**src/rtl/word_boundary_detector_pkg.sv**
```systemverilog
// Shared types for the word boundary detector: FSM encoding, index type and word payload.
package word_boundary_detector_pkg;

    localparam int unsigned IDX_W  = 32;
    localparam int unsigned DATA_W = 16;
    localparam int unsigned CNT_W  = 8;

    typedef logic [IDX_W-1:0]  idx_t;
    typedef logic [DATA_W-1:0] data_t;
    typedef logic [CNT_W-1:0]  cnt_t;

    typedef enum logic [1:0] {
        ST_IDLE     = 2'd0,
        ST_ONSET    = 2'd1,
        ST_ACTIVE   = 2'd2,
        ST_HANGOVER = 2'd3
    } state_e;

    typedef struct packed {
        idx_t start_idx;
        idx_t end_idx;
    } word_t;

endpackage

```
**src/rtl/word_boundary_detector_word_out_reg.sv**
```systemverilog
// Holds the pending word until acknowledged; flags words lost while the slot is occupied.
module word_out_reg
    import word_boundary_detector_pkg::*;
(
    input  logic  iclk,
    input  logic  irstn,
    input  logic  emit_i,
    input  word_t word_i,
    input  logic  ack_i,
    output logic  valid_o,
    output word_t word_o,
    output logic  ovf_o
);

    logic  valid_q, valid_d;
    word_t word_q,  word_d;
    logic  ovf_q,   ovf_d;

    // An ack in the same cycle frees the slot, so the new word replaces the held one
    always_comb begin
        valid_d = valid_q;
        word_d  = word_q;
        ovf_d   = ovf_q;
        if (emit_i) begin
            if (!valid_q || ack_i) begin
                valid_d = 1'b1;
                word_d  = word_i;
            end else begin
                ovf_d = 1'b1;
            end
        end else if (ack_i) begin
            valid_d = 1'b0;
        end
    end

    always_ff @(posedge iclk) begin
        if (!irstn) begin
            valid_q <= 1'b0;
            word_q  <= '0;
            ovf_q   <= 1'b0;
        end else begin
            valid_q <= valid_d;
            word_q  <= word_d;
            ovf_q   <= ovf_d;
        end
    end

    assign valid_o = valid_q;
    assign word_o  = word_q;
    assign ovf_o   = ovf_q;

endmodule

```
**src/rtl/word_boundary_detector.sv**
```systemverilog
// Hysteresis word detector on a smoothed level stream; emits inclusive sample-index bounds
// of each word that survives onset confirmation, hangover and minimum-length filtering.
module word_boundary_detector
    import word_boundary_detector_pkg::*;
#(
    parameter logic [15:0] THRESH_ON  = 16'd100,
    parameter logic [15:0] THRESH_OFF = 16'd60,
    parameter int unsigned MIN_ON     = 3,
    parameter int unsigned HANGOVER   = 4,
    parameter int unsigned MIN_LEN    = 8
) (
    input  logic        iclk,
    input  logic        irstn,
    input  logic        ivalid,
    input  logic [15:0] idata,
    input  logic [31:0] iidx,
    input  logic        iflush,
    input  logic        iack,
    output logic        oword_valid,
    output logic [31:0] ostart_idx,
    output logic [31:0] oend_idx,
    output logic        obusy,
    output logic        oovf
);

    state_e state_q, state_d;
    cnt_t   on_cnt_q, on_cnt_d;
    cnt_t   off_cnt_q, off_cnt_d;
    idx_t   cand_start_q, cand_start_d;
    idx_t   last_hi_q, last_hi_d;
    logic   busy_q;

    logic   hi_on_c, hi_off_c, close_c, emit_c;
    idx_t   len_c;
    word_t  word_c, word_out_c;

    assign hi_on_c  = idata >= THRESH_ON;
    assign hi_off_c = idata >= THRESH_OFF;

    // Closing samples are always below THRESH_OFF, so the registered last_hi is the word end
    assign len_c  = last_hi_q - cand_start_q + idx_t'(1);
    assign emit_c = close_c && (len_c >= idx_t'(MIN_LEN));
    assign word_c = '{start_idx: cand_start_q, end_idx: last_hi_q};

    always_comb begin
        state_d      = state_q;
        on_cnt_d     = on_cnt_q;
        off_cnt_d    = off_cnt_q;
        cand_start_d = cand_start_q;
        last_hi_d    = last_hi_q;
        close_c      = 1'b0;

        if (iflush) begin
            close_c = (state_q == ST_ACTIVE) || (state_q == ST_HANGOVER);
            state_d = ST_IDLE;
        end else if (ivalid) begin
            unique case (state_q)
                ST_IDLE: begin
                    if (hi_on_c) begin
                        cand_start_d = iidx;
                        on_cnt_d     = cnt_t'(1);
                        state_d      = (MIN_ON == 1) ? ST_ACTIVE : ST_ONSET;
                    end
                end
                ST_ONSET: begin
                    if (hi_on_c) begin
                        on_cnt_d = on_cnt_q + cnt_t'(1);
                        if (on_cnt_d == cnt_t'(MIN_ON)) begin
                            state_d = ST_ACTIVE;
                        end
                    end else begin
                        state_d = ST_IDLE;
                    end
                end
                ST_ACTIVE: begin
                    if (hi_off_c) begin
                        last_hi_d = iidx;
                    end else begin
                        off_cnt_d = cnt_t'(1);
                        if (HANGOVER == 1) begin
                            close_c = 1'b1;
                            state_d = ST_IDLE;
                        end else begin
                            state_d = ST_HANGOVER;
                        end
                    end
                end
                ST_HANGOVER: begin
                    if (hi_off_c) begin
                        last_hi_d = iidx;
                        off_cnt_d = '0;
                        state_d   = ST_ACTIVE;
                    end else begin
                        off_cnt_d = off_cnt_q + cnt_t'(1);
                        if (off_cnt_d == cnt_t'(HANGOVER)) begin
                            close_c = 1'b1;
                            state_d = ST_IDLE;
                        end
                    end
                end
                default: state_d = ST_IDLE;
            endcase
        end
    end

    always_ff @(posedge iclk) begin
        if (!irstn) begin
            state_q      <= ST_IDLE;
            on_cnt_q     <= '0;
            off_cnt_q    <= '0;
            cand_start_q <= '0;
            last_hi_q    <= '0;
            busy_q       <= 1'b0;
        end else begin
            state_q      <= state_d;
            on_cnt_q     <= on_cnt_d;
            off_cnt_q    <= off_cnt_d;
            cand_start_q <= cand_start_d;
            last_hi_q    <= last_hi_d;
            busy_q       <= (state_d != ST_IDLE);
        end
    end

    word_out_reg u_word_out_reg (
        .iclk    (iclk),
        .irstn   (irstn),
        .emit_i  (emit_c),
        .word_i  (word_c),
        .ack_i   (iack),
        .valid_o (oword_valid),
        .word_o  (word_out_c),
        .ovf_o   (oovf)
    );

    assign ostart_idx = word_out_c.start_idx;
    assign oend_idx   = word_out_c.end_idx;
    assign obusy      = busy_q;

endmodule

```
**config.mk**
```make
export PLATFORM = sky130hd
export DESIGN_NAME = word_boundary_detector
export DESIGN_NICKNAME = d
export VERILOG_FILES = /design/src/rtl/word_boundary_detector_pkg.sv /design/src/rtl/word_boundary_detector_word_out_reg.sv /design/src/rtl/word_boundary_detector.sv
export SDC_FILE = /design/constraint.sdc
export NUM_CORES = 1
export LEC_CHECK = 0
export ABC_CLOCK_PERIOD_IN_PS = 4800
export CAP_MARGIN = 30
export CORE_UTILIZATION = 40
export CTS_BUF_LIST = sky130_fd_sc_hd__clkbuf_4 sky130_fd_sc_hd__clkbuf_8
export DETAILED_ROUTE_END_ITERATION = 8
export PLACE_DENSITY_LB_ADDON = 0.3
export SLEW_MARGIN = 0
export SYNTH_ARGS = -nofsm -noshare
export SYNTH_HDL_FRONTEND = slang
export SYNTH_SLANG_ARGS = --single-unit
```
**constraint.sdc**
```tcl
create_clock -name iclk -period 4.8 [get_ports iclk]
set_clock_uncertainty 0.1 [all_clocks]
set_input_delay 0.48 -clock iclk [delete_from_list [all_inputs] [get_ports iclk]]
set_output_delay 0.48 -clock iclk [all_outputs]
set_load 0.1 [all_outputs]
```
==> results of run 1 <==
==> power breakdown <==
part           internal (mW)  switching (mW)
combinational          0.146           0.194
clock                  0.496           0.515
sequential              1.25          0.0141
==> metrics by stage <==
step	hold WS (ps)	std cells	total power [mW]
after floorplan	347.6	1066	1.514
after global placement	343.7	1398	1.625
after detailed placement	346.3	1400	1.627
after CTS	364.0	1432	2.634
after global routing	381.7	1432	2.729
final	358.9	1432	2.615
==> layer usage <==
| metal | vias up | wire length [µm] |
|---|---|---|
| met1 | 3521 | 11400 |
| met3 | 22 | 895 |
| met4 | 0 | 289 |
| li1 | 3817 | - |
| met5 | - | 0 |
| met2 | 171 | 9732 |
==> worst min-delay path, delay by kind of cell (launching register included) <==
family	cells	cell delay (ps)
DFF	1	320
and+or+nand+nor	1	50
muxes	1	50
==> cell families (layout without fill, tap and decap cells) <==
group,Yosys count,after routing,share of synthesized area [%]
adder cells (fa/ha/maj),65,65,9.439
buffers and inverters,111,202,6.187
flip-flops,149,149,34.30
AO/OA/AOI/OAI,240,240,18.36
multiplexers,71,71,8.245
AND/OR/NAND/NOR,406,406,21.05
XOR/XNOR,24,24,2.417
==> area by class of cell <==
class | instances | area (µm²) | area share [%]
timing repair buffer | 127 | 1287 | 12.42
multi-input combinational | 806 | 5185 | 50.00
inverter | 43 | 161.4 | 1.556
clock buffer | 19 | 261.5 | 2.522
sequential | 149 | 2983 | 28.76
clock inverter | 13 | 147.6 | 1.424
tap | 275 | 344.1 | 3.318
==> registers in the layout, indices dropped and copies added, names as in the netlist <==
register and flops:
off_cnt_q 8, on_cnt_q 8, u_word_out_reg.valid_o 1, last_hi_q 32
u_word_out_reg.word_o 64, obusy 1, u_word_out_reg.ovf_o 1, cand_start_q 32
state_q 2
==> worst max path at each step <==
stage,end,from
finish,u_word_out_reg.word_o[28],last_hi_q[1]
global route,u_word_out_reg.word_o[19],last_hi_q[1]
CTS,u_word_out_reg.word_o[29],last_hi_q[1]
detailed placement,u_word_out_reg.word_o[29],last_hi_q[1]
global placement,u_word_out_reg.word_o[29],last_hi_q[1]
floorplan,u_word_out_reg.word_o[10],last_hi_q[1]
==> cell usage in the layout, fill, tap and decap left out, types with 9 or more instances in the layout <==
cell type          n
xnor2_1           15
inv_1             43
ha_1              64
xor2_1             9
o21a_1             9
a21oi_1           48
mux2i_1           69
clkbuf_8          19
a21o_1            11
nand2_1          262
o21ai_0           53
nor2b_1           14
nor2_1            27
clkdlybuf4s50_1  116
nor3_1            18
nand4_1           15
nand3_1           16
dfxtp_1          149
a21boi_0          69
==> summary.txt, run 1 <==
routed length per instance -> 15.58 µm
Starting Density -> 41.11%
number of setup violations in the final report -> 0
Slew Viols, Final -> 0
hold endpoint -> u_word_out_reg.word_o[11]
ANT nets after route -> 0
Max Cap Viol -> 0
DR vias/cell -> 5.259
most common cell in the netlist -> nand2_1
worst hold path cell count -> 2
number of hold buffers added after cts -> 0
area grow syn2layout -> 19.25%
post-synth top area share -> 34.30%
depth of the worst register-to-register path -> 16
worst r2r src -> last_hi_q[1]
Detailed Route WL -> 22.32 mm
Max Clk Rate -> 231.8 MHz
Worst setup SP type -> register
met1 Usage GRT -> 30.07%
Post-DP HPWL -> 16.26 mm
predominant post-synthesis flop cell -> dfxtp_1
Std-Cell Rows -> 53
leakage -> 3.786 nW
clk sinks -> 149
EDFF count, synth -> 0
critical path capture point type -> register
GRT busiest layer -> met2
Synth area leader -> dfxtp_1
slowest stage cell on the critical path -> fa_1
Slew @ Worst Pin -> 999.9 ps
gr ovfl total -> 0
I/O Buffers -> 117
Buf/Inv on CP -> 3
die footprint -> 22330 µm²
Async SR Flop Fraction -> 0%
Yosys Warn Count -> 0
Ports -> 120
crit-path cells -> inv_1 > ha_1 > inv_1 > ha_1 > fa_1 > a211oi_1 > o21a_1 > nor2b_1 > a211oi_1 > mux2i_1 > and4_1 > nand4_1 > nor4_4 > nor3b_2 > buf_4 > mux2i_1
die width -> 149.4 µm
distinct cell type count after synthesis -> 62
DRT iter0 DRCs -> 624
GPL Wtd Cong -> 0.8759
Mean Syn Cell Area -> 8.157 µm²
RSZ-0062 raised after global routing -> no
critical path's largest stage delay -> 460 ps
Setup WS post-layout -> 485.0 ps
critical path required time -> 5020 ps
drt pass-1 iters -> 5
GR Util All Layers -> 20.57%
via count -> 7531
synth top area cells -> dfxtp_1, nand2_1, ha_1
Setup WS pre-CTS -> 553.5 ps
Final Util -> 49.02%
Max-slew headroom -> 33.13%
Seq/Total Area, Yosys -> 34.30%
worst-path maximum fanout -> 35
Final #Nets -> 1262
root buffer cell -> clkbuf_8
outcome -> finished, final reports clean
layout cell share with drive strength beyond 1 -> 4.927%
initial antenna violation count -> 0
final hold vios -> 0
cell count after synthesis -> 1066
# DRC -> 0
VDD IR-drop max -> 0.0001677 V
# H-tree levels -> 4
clk buf depth -> 2
commonest cells in the netlist -> nand2_1, dfxtp_1, a21boi_0, mux2i_1, ha_1
hold wc startpoint -> u_word_out_reg.word_o[11]
Post CTS Setup Buffer Count -> 0
first-pass GRT wire length -> 36.09 mm
core area -> 21150 µm²
critical path type -> register to register
worst-skew pair later-pin latency -> 460 ps
RR Endpoint -> u_word_out_reg.word_o[28]
final instance area -> 10370 µm²
Worst path top cell family by delay -> simple AND/OR/NAND/NOR gates
Num CTS Buffers -> 17
Synth Register Bits -> 149
vias in the first global route -> 7038
HP Class -> register to register
Filler cells -> 2010
CP arrival -> 4530 ps
Mapped Nets -> 1184
post-CTS sizing -> 0
Synth Cell Area -> 8696 µm²
Post-DP Area -> 9961 µm²
# diodes -> 0
CTS tree -> built
clock slew at reported path FFs -> 90 ps
GR Layer Usage met2 -> 30.76%
fin crit period -> 4315 ps
Tcrit/Tclk final -> 89.90%
Reg2Reg Setup Slack -> 490 ps
pwr/cell area -> 252.1 nW/µm²
die span in y -> 149.4 µm
met3 GRT Util -> 3.293%
Final TNS setup -> 0 ps
largest net degree at the start of global routing -> 90
cell count along the critical path -> 16
Note: power is estimated with default switching activity, not from simulation.
==> run 2, diff against run 1 <==
Settings changed: ABC_CLOCK_PERIOD_IN_PS 4800 to unset, SLEW_MARGIN 0 to 20.
==> results of run 2 <==
Same layout as run 1: the final DEF is identical, and so are final timing and power.
